[src/rtl/mips_pkg.sv]
`default_nettype none
// ============================================================================
// Package : mips_pkg
// Brief   : Shared types and constants for the instruction-fetch stage.
// Rev     : 1.0
// ============================================================================
package mips_pkg;

    localparam int PC_W = 32;

    // Bit positions inside the jump_i control vector
    localparam int JUMP_J    = 0;
    localparam int JUMP_JR   = 1;
    localparam int JUMP_LINK = 2;

    typedef enum logic [1:0] {
        IDLE  = 2'd0,
        REQ   = 2'd1,
        ISSUE = 2'd2,
        FAULT = 2'd3
    } fetch_state_e;

endpackage : mips_pkg
`default_nettype wire

[src/rtl/fetch_unit_if.sv]
`default_nettype none
// ============================================================================
// Interface : fetch_unit_if
// Brief     : imem request/response and decode-side handshake of the fetch stage.
// Rev       : 1.0
// ============================================================================
interface fetch_unit_if;
    import mips_pkg::*;

    logic            imem_req_o;
    logic [PC_W-1:0] imem_addr_o;
    logic            imem_valid_i;
    logic [31:0]     imem_rdata_i;
    logic            instr_valid_o;
    logic            instr_ready_i;
    logic [31:0]     instr_o;
    logic [5:0]      op_o;
    logic [5:0]      funct_o;
    logic [PC_W-1:0] pc_o;
    logic [PC_W-1:0] pc_plus4_o;
    logic            pc_src_i;
    logic [2:0]      jump_i;
    logic [PC_W-1:0] jr_target_i;
    logic            fault_o;
    logic [31:0]     instr_count_o;

    modport master (
        output imem_req_o, imem_addr_o, instr_valid_o, instr_o, op_o, funct_o,
               pc_o, pc_plus4_o, fault_o, instr_count_o,
        input  imem_valid_i, imem_rdata_i, instr_ready_i, pc_src_i, jump_i,
               jr_target_i
    );

    modport slave (
        input  imem_req_o, imem_addr_o, instr_valid_o, instr_o, op_o, funct_o,
               pc_o, pc_plus4_o, fault_o, instr_count_o,
        output imem_valid_i, imem_rdata_i, instr_ready_i, pc_src_i, jump_i,
               jr_target_i
    );

endinterface : fetch_unit_if
`default_nettype wire

[src/rtl/fetch_unit_npc_sel.sv]
`default_nettype none
// ============================================================================
// Module : npc_sel
// Brief  : Combinational next-PC mux: JR > J > taken branch > sequential.
// Rev    : 1.0
// ============================================================================
module npc_sel
    import mips_pkg::*;
(
    input  wire logic [PC_W-1:0] pc_plus4_i,
    input  wire logic [31:0]     instr_i,
    input  wire logic            pc_src_i,
    input  wire logic [1:0]      jump_i,
    input  wire logic [PC_W-1:0] jr_target_i,
    output logic      [PC_W-1:0] npc_o
);

    logic [PC_W-1:0] w_j_target;
    logic [PC_W-1:0] w_br_target;

    assign w_j_target  = {pc_plus4_i[31:28], instr_i[25:0], 2'b00};
    assign w_br_target = pc_plus4_i + {{14{instr_i[15]}}, instr_i[15:0], 2'b00};

    always_comb begin
        npc_o = pc_plus4_i;
        if (jump_i[JUMP_JR] === 1'b1) begin
            npc_o = jr_target_i;
        end else if (jump_i[JUMP_J] === 1'b1) begin
            npc_o = w_j_target;
        end else if (pc_src_i === 1'b1) begin
            npc_o = w_br_target;
        end
    end

endmodule : npc_sel
`default_nettype wire

[src/rtl/fetch_unit.sv]
`default_nettype none
// ============================================================================
// Module : fetch_unit
// Brief  : Multi-cycle instruction fetch: owns the PC, holds each word until
//          accepted by decode, then redirects via npc_sel.
// Rev    : 1.0
// ============================================================================
module fetch_unit
    import mips_pkg::*;
#(
    parameter logic [PC_W-1:0] RESET_PC = 32'h0000_0000
)(
    input  wire logic     clk_i,
    input  wire logic     rst_i,
    fetch_unit_if.master  bus
);

    fetch_state_e    state_q, state_d;
    logic [PC_W-1:0] pc_q, pc_d;
    logic [31:0]     instr_q, instr_d;
    logic [31:0]     count_q, count_d;
    logic            imem_req_q, imem_req_d;
    logic            instr_valid_q, instr_valid_d;
    logic            fault_q, fault_d;

    logic [PC_W-1:0] w_pc_plus4;
    logic [PC_W-1:0] w_npc;
    logic            w_unused_link;

    assign w_pc_plus4    = pc_q + 32'd4;
    // The link bit is consumed by the register-file write path, not here
    assign w_unused_link = bus.jump_i[JUMP_LINK];

    npc_sel u_npc_sel (
        .pc_plus4_i  (w_pc_plus4),
        .instr_i     (instr_q),
        .pc_src_i    (bus.pc_src_i),
        .jump_i      (bus.jump_i[JUMP_JR:JUMP_J]),
        .jr_target_i (bus.jr_target_i),
        .npc_o       (w_npc)
    );

    always_comb begin
        state_d = state_q;
        pc_d    = pc_q;
        instr_d = instr_q;
        count_d = count_q;
        case (state_q)
            IDLE: state_d = REQ;
            REQ: begin
                if (bus.imem_valid_i) begin
                    instr_d = bus.imem_rdata_i;
                    state_d = ISSUE;
                end
            end
            ISSUE: begin
                if (bus.instr_ready_i) begin
                    // pc_o exposes the offending target even when it faults
                    pc_d = w_npc;
                    if (w_npc[1:0] == 2'b00) begin
                        count_d = count_q + 32'd1;
                        state_d = REQ;
                    end else begin
                        state_d = FAULT;
                    end
                end
            end
            FAULT:   state_d = FAULT;
            default: state_d = IDLE;
        endcase
        imem_req_d    = (state_d == REQ);
        instr_valid_d = (state_d == ISSUE);
        fault_d       = (state_d == FAULT);
    end

    always_ff @(posedge clk_i) begin
        if (rst_i) begin
            state_q       <= IDLE;
            pc_q          <= RESET_PC;
            instr_q       <= 32'd0;
            count_q       <= 32'd0;
            imem_req_q    <= 1'b0;
            instr_valid_q <= 1'b0;
            fault_q       <= 1'b0;
        end else begin
            state_q       <= state_d;
            pc_q          <= pc_d;
            instr_q       <= instr_d;
            count_q       <= count_d;
            imem_req_q    <= imem_req_d;
            instr_valid_q <= instr_valid_d;
            fault_q       <= fault_d;
        end
    end

    assign bus.imem_req_o    = imem_req_q;
    assign bus.imem_addr_o   = pc_q;
    assign bus.instr_valid_o = instr_valid_q;
    assign bus.instr_o       = instr_q;
    assign bus.op_o          = instr_q[31:26];
    assign bus.funct_o       = instr_q[5:0];
    assign bus.pc_o          = pc_q;
    assign bus.pc_plus4_o    = w_pc_plus4;
    assign bus.fault_o       = fault_q;
    assign bus.instr_count_o = count_q;

endmodule : fetch_unit
`default_nettype wire

[src/flat_wrapper.sv]
// flat-port wrapper written by rule: the top's interface ports become plain ports
module fetch_unit_flat import mips_pkg::*;
#(
    parameter logic [PC_W-1:0] RESET_PC = 32'h0000_0000
)
  (clk_i, rst_i, bus_imem_req_o, bus_imem_addr_o, bus_instr_valid_o, bus_instr_o, bus_op_o, bus_funct_o, bus_pc_o, bus_pc_plus4_o, bus_fault_o, bus_instr_count_o, bus_imem_valid_i, bus_imem_rdata_i, bus_instr_ready_i, bus_pc_src_i, bus_jump_i, bus_jr_target_i);
  fetch_unit_if bus_i ();
  input  wire logic clk_i;
  input  wire logic rst_i;
  output wire logic [$bits(bus_i.imem_req_o)-1:0] bus_imem_req_o;
  output wire logic [$bits(bus_i.imem_addr_o)-1:0] bus_imem_addr_o;
  output wire logic [$bits(bus_i.instr_valid_o)-1:0] bus_instr_valid_o;
  output wire logic [$bits(bus_i.instr_o)-1:0] bus_instr_o;
  output wire logic [$bits(bus_i.op_o)-1:0] bus_op_o;
  output wire logic [$bits(bus_i.funct_o)-1:0] bus_funct_o;
  output wire logic [$bits(bus_i.pc_o)-1:0] bus_pc_o;
  output wire logic [$bits(bus_i.pc_plus4_o)-1:0] bus_pc_plus4_o;
  output wire logic [$bits(bus_i.fault_o)-1:0] bus_fault_o;
  output wire logic [$bits(bus_i.instr_count_o)-1:0] bus_instr_count_o;
  input wire logic [$bits(bus_i.imem_valid_i)-1:0] bus_imem_valid_i;
  input wire logic [$bits(bus_i.imem_rdata_i)-1:0] bus_imem_rdata_i;
  input wire logic [$bits(bus_i.instr_ready_i)-1:0] bus_instr_ready_i;
  input wire logic [$bits(bus_i.pc_src_i)-1:0] bus_pc_src_i;
  input wire logic [$bits(bus_i.jump_i)-1:0] bus_jump_i;
  input wire logic [$bits(bus_i.jr_target_i)-1:0] bus_jr_target_i;
  assign bus_imem_req_o = bus_i.imem_req_o;
  assign bus_imem_addr_o = bus_i.imem_addr_o;
  assign bus_instr_valid_o = bus_i.instr_valid_o;
  assign bus_instr_o = bus_i.instr_o;
  assign bus_op_o = bus_i.op_o;
  assign bus_funct_o = bus_i.funct_o;
  assign bus_pc_o = bus_i.pc_o;
  assign bus_pc_plus4_o = bus_i.pc_plus4_o;
  assign bus_fault_o = bus_i.fault_o;
  assign bus_instr_count_o = bus_i.instr_count_o;
  assign bus_i.imem_valid_i = bus_imem_valid_i;
  assign bus_i.imem_rdata_i = bus_imem_rdata_i;
  assign bus_i.instr_ready_i = bus_instr_ready_i;
  assign bus_i.pc_src_i = bus_pc_src_i;
  assign bus_i.jump_i = bus_jump_i;
  assign bus_i.jr_target_i = bus_jr_target_i;
  fetch_unit #(.RESET_PC(RESET_PC)) u_core (.clk_i(clk_i), .rst_i(rst_i), .bus(bus_i));
endmodule
[config.mk]
export PLATFORM = sky130hd
export DESIGN_NAME = fetch_unit_flat
export DESIGN_NICKNAME = d
export VERILOG_FILES = /design/src/rtl/mips_pkg.sv /design/src/rtl/fetch_unit_if.sv /design/src/rtl/fetch_unit_npc_sel.sv /design/src/rtl/fetch_unit.sv /design/src/flat_wrapper.sv
export SDC_FILE = /design/constraint.sdc
export NUM_CORES = 1
export LEC_CHECK = 0
export ABC_AREA = 1
export BUFFER_PORTS_ARGS = -buffer_cell sky130_fd_sc_hd__buf_2
export CORE_UTILIZATION = 54
export CTS_CLUSTER_SIZE = 25
export DETAILED_ROUTE_END_ITERATION = 12
export HOLD_SLACK_MARGIN = 0.15
export PLACE_DENSITY = 0.9
export SLEW_MARGIN = 20
export SYNTH_ARGS = -nofsm -noshare
export SYNTH_HDL_FRONTEND = slang
export SYNTH_SLANG_ARGS = --single-unit
[constraint.sdc]
create_clock -name clk_i -period 3.6 [get_ports clk_i]
set_clock_uncertainty 0.05 [all_clocks]
set_input_delay 0 -clock clk_i [delete_from_list [all_inputs] [get_ports clk_i]]
set_output_delay 0 -clock clk_i [all_outputs]
set_load 0.02 [all_outputs]
==> results.md <==
* Critical-path maximum fanout at 7
* Pin count of the biggest net entering global routing at 55
* Worst-path cell with the longest stage delay: dfxtp_1
* Relative slew slack at 50.36%
* CTS sink count at 101
* Number of maximum-capacitance violations at 0
* Most repeated library cell on the critical path: nand2_1
* Final setup viols at 0
* Area Overhead vs Synth at 25.67%
* Area used by multi-input combinational logic at 5330 um2
* Post-synthesis net count at 1507
* Average via count per standard cell at 5.673
* Count of state elements after synthesis at 101
* Number of instances in the synthesized netlist at 1397
* Seq/Total Area, Yosys at 23.98%
* DRC viols at 0
* F_max at 296.5 MHz
* Number of global-route vias before repair at 9692
* Largest stage delay on the critical path at 0.51 ns
* Commonest non-fill, non-tap cell in the layout: nand2_1
* Result of the run: complete, no violations
* Power Total at 2.851 mW
* Number of nets at the end of the flow at 1771
* Clock root buffer: clkbuf_16
* CTS Buffer Depth at 2
* Standard-cell rows at 45
* Number of buffers inserted to repair setup after CTS at 0
* Unrepaired setup endpoints after global routing: no
* Worst-path clk slew at 0.08 ns
* DRT iter0 DRCs at 1044
* Highest-count cells in the layout ignoring fill and taps: nand2_1 (371), buf_2 (245), nor2_1 (206), inv_1 (151), a21oi_1 (108)
* Setup crit start kind: register
* Hold Violations, Final at 0
* Mean instance size in the synthesized netlist at 6.036 um2
* Actual slew at the worst max-slew pin at 0.7435 ns
* Post-DP HPWL at 23900 um
* Cell area after synthesis at 8432 um2
* Required time of the worst setup path at 3.78 ns
* Proportion of netlist area held by the largest area contributor at 23.98%
* Worst endpoint data arrival time at 3.55 ns
* Total die area at 16120 um2
* Hold slack final at 0.1404 ns
* Setup TNS after final layout at 0 ns
* Clock tree from TritonCTS: done
* Min Clock Period, post-route at 3.373 ns
* Antenna violations before repair at 0
* Overall die height at 127.0 um
* DR vias at 10529
* Worst voltage drop across the vdd grid at 0.3499 mV
* Sort of element at the end of the critical path: register
* Top cells by area in the synthesized netlist: dfxtp_1 (24%), nand2_1 (17%), nor2_1 (9.2%)
* Port Buf Inserts at 245
* Min-Delay Path Class: in -> reg
* Boundary pin count at 247
* Pwr per Cell Area at 269.1 nW/um2
* Number of fillers in the final layout at 1333
* Floorplan Core Area at 15200 um2
* Max H-tree Level at 3
* Number of distinct library cells after synthesis at 47
* Routed wire length per instance at 17.59 um
* Final Instance Area at 10600 um2
* Total wire length after detailed routing at 32650 um
* CP top delay family: simple AND/OR/NAND/NOR gates
* Antenna Violating Nets Remaining at 0
* WP buf/inv at 2
* Leakage power total at 5.506 nW
* GRT Resource Usage Total at 40.65%
* Global-route congestion overflow total at 0
* Width of the die at 127.0 um
* Period Utilization, post-route at 93.69%
* Pre-Repair DR Iteration Count at 6
* Fraction of synthesis flops using an asynchronous set or reset pin at 0%
* Starting Density at 55.47%
* Post-Place Cell Area at 9563 um2
* Global placement routability congestion at 0.9881
* Top_reg_cell synth: dfxtp_1
* Sequential Area at 2026 um2
* EDFF count, synth at 0
* Share of layout cells above drive strength 1 at 21.31%
* Category of the most critical setup path: reg -> reg
* Number of buffers created by CTS at 9
* Yosys warning total at 0
* Skew-Pair Late Insertion Delay at 0.37 ns
* Post-synthesis cell type with the largest combined area: dfxtp_1
* Count of final max-slew check failures at 0
* First-pass GRT wire length at 50990 um
* Critical path, cell by cell: nand2_2 > nor2_4 > nand2_2 > nor2_4 > xor2_1 > inv_1 > ha_1 > a21oi_1 > o21ai_0 > inv_1 > nand2_1 > nand2_1 > nand4_1 > nand3_1 > nand2_1 > nand2_1 > nand2_1 > a21oi_1
[sequential cells by signal, indices dropped and copies added, names as in the netlist]
signal / cells
u_core.bus.imem_addr_o: 32
u_core.bus.instr_o: 32
u_core.bus.instr_count_o: 32
u_core.bus.fault_o: 1
u_core.bus.imem_req_o: 1
u_core.state_q: 2
u_core.bus.instr_valid_o: 1
[where the power goes]
part / switching, mW / internal (mW) / leakage [nW]
Clock: 0.495 / 0.488 / 0.143
Combinational: 0.415 / 0.239 / 4.54
Sequential: 0.0559 / 1.16 / 0.822
Total: 0.966 / 1.88 / 5.51
[metrics by stage]
step	std cells	utilization (%)	worst slack, ns
6_report	1856	69.70	0.2272
2_1_floorplan	1397	-	0.4613
5_1_grt	1854	69.67	0.003120
3_3_place_gp	1768	62.91	0.3261
4_1_cts	1854	69.45	0.2271
3_5_place_dp	1768	62.91	0.2664
[area by class of cell]
cell class	count	area share (%)
antenna	2	0.04723
sequential	101	19.12
clock inverter	7	0.6494
multi-input combinational	1051	50.30
tap	188	2.220
timing repair buffer	338	19.81
inverter	160	5.727
clock buffer	9	2.125
[Yosys cell counts (25+ instances only)]
cell / n
nand2_1: 372
nor2_1: 207
inv_1: 151
a21oi_1: 111
dfxtp_1: 101
nand3_1: 71
o21ai_0: 64
buf_4: 48
ha_1: 37
clkbuf_1: 28
nor3_1: 28
nand4_1: 26
xor2_1: 25
[repair_timing]
action | CTS | global route
hold endpoints to repair | 69 | 0
endpoints found under the setup margin | 0 | 14
hold buffers | 70 | 0
gates resized for setup | 0 | 12
[worst min-delay path, stage by stage]
cell and delay, ns:
buf_2 0.09, buf_4 0.28, nor2_1 0.15
[per-layer routing]
metal	vias to the layer above	share of wire [%]	GRT usage (%)
met5	-	0	0
met4	0	5.4	22.62
met3	112	9.5	6.580
met2	691	45	67.16
met1	4748	40	50.47
li1	4978	-	-
[cells by family (layout without fill, tap and decap cells)]
| group | count (synthesis) | in the layout | share of synthesized area [%] |
|---|---|---|---|
| AO/OA/AOI/OAI | 216 | 216 | 13.90 |
| XOR/XNOR | 33 | 33 | 3.517 |
| adder cells (fa/ha/maj) | 38 | 38 | 5.728 |
| buffers and inverters | 245 | 514 | 13.16 |
| flip-flops | 101 | 101 | 23.98 |
| other | 0 | 2 | 0 |
| AND/OR/NAND/NOR | 764 | 764 | 39.71 |
[worst paths after layout]
path,from,to,slack [ns],depth (start not counted)
max reg2reg,u_core.bus.imem_addr_o[12],u_core.bus.imem_addr_o[26],0.23,18
max,u_core.bus.imem_addr_o[12],u_core.bus.imem_addr_o[26],0.23,18
min,rst_i,u_core.bus.instr_count_o[19],0.14,3
min reg2reg,u_core.bus.instr_count_o[26],u_core.bus.instr_count_o[26],0.47,2
Power figures use the tool's default switching activity.
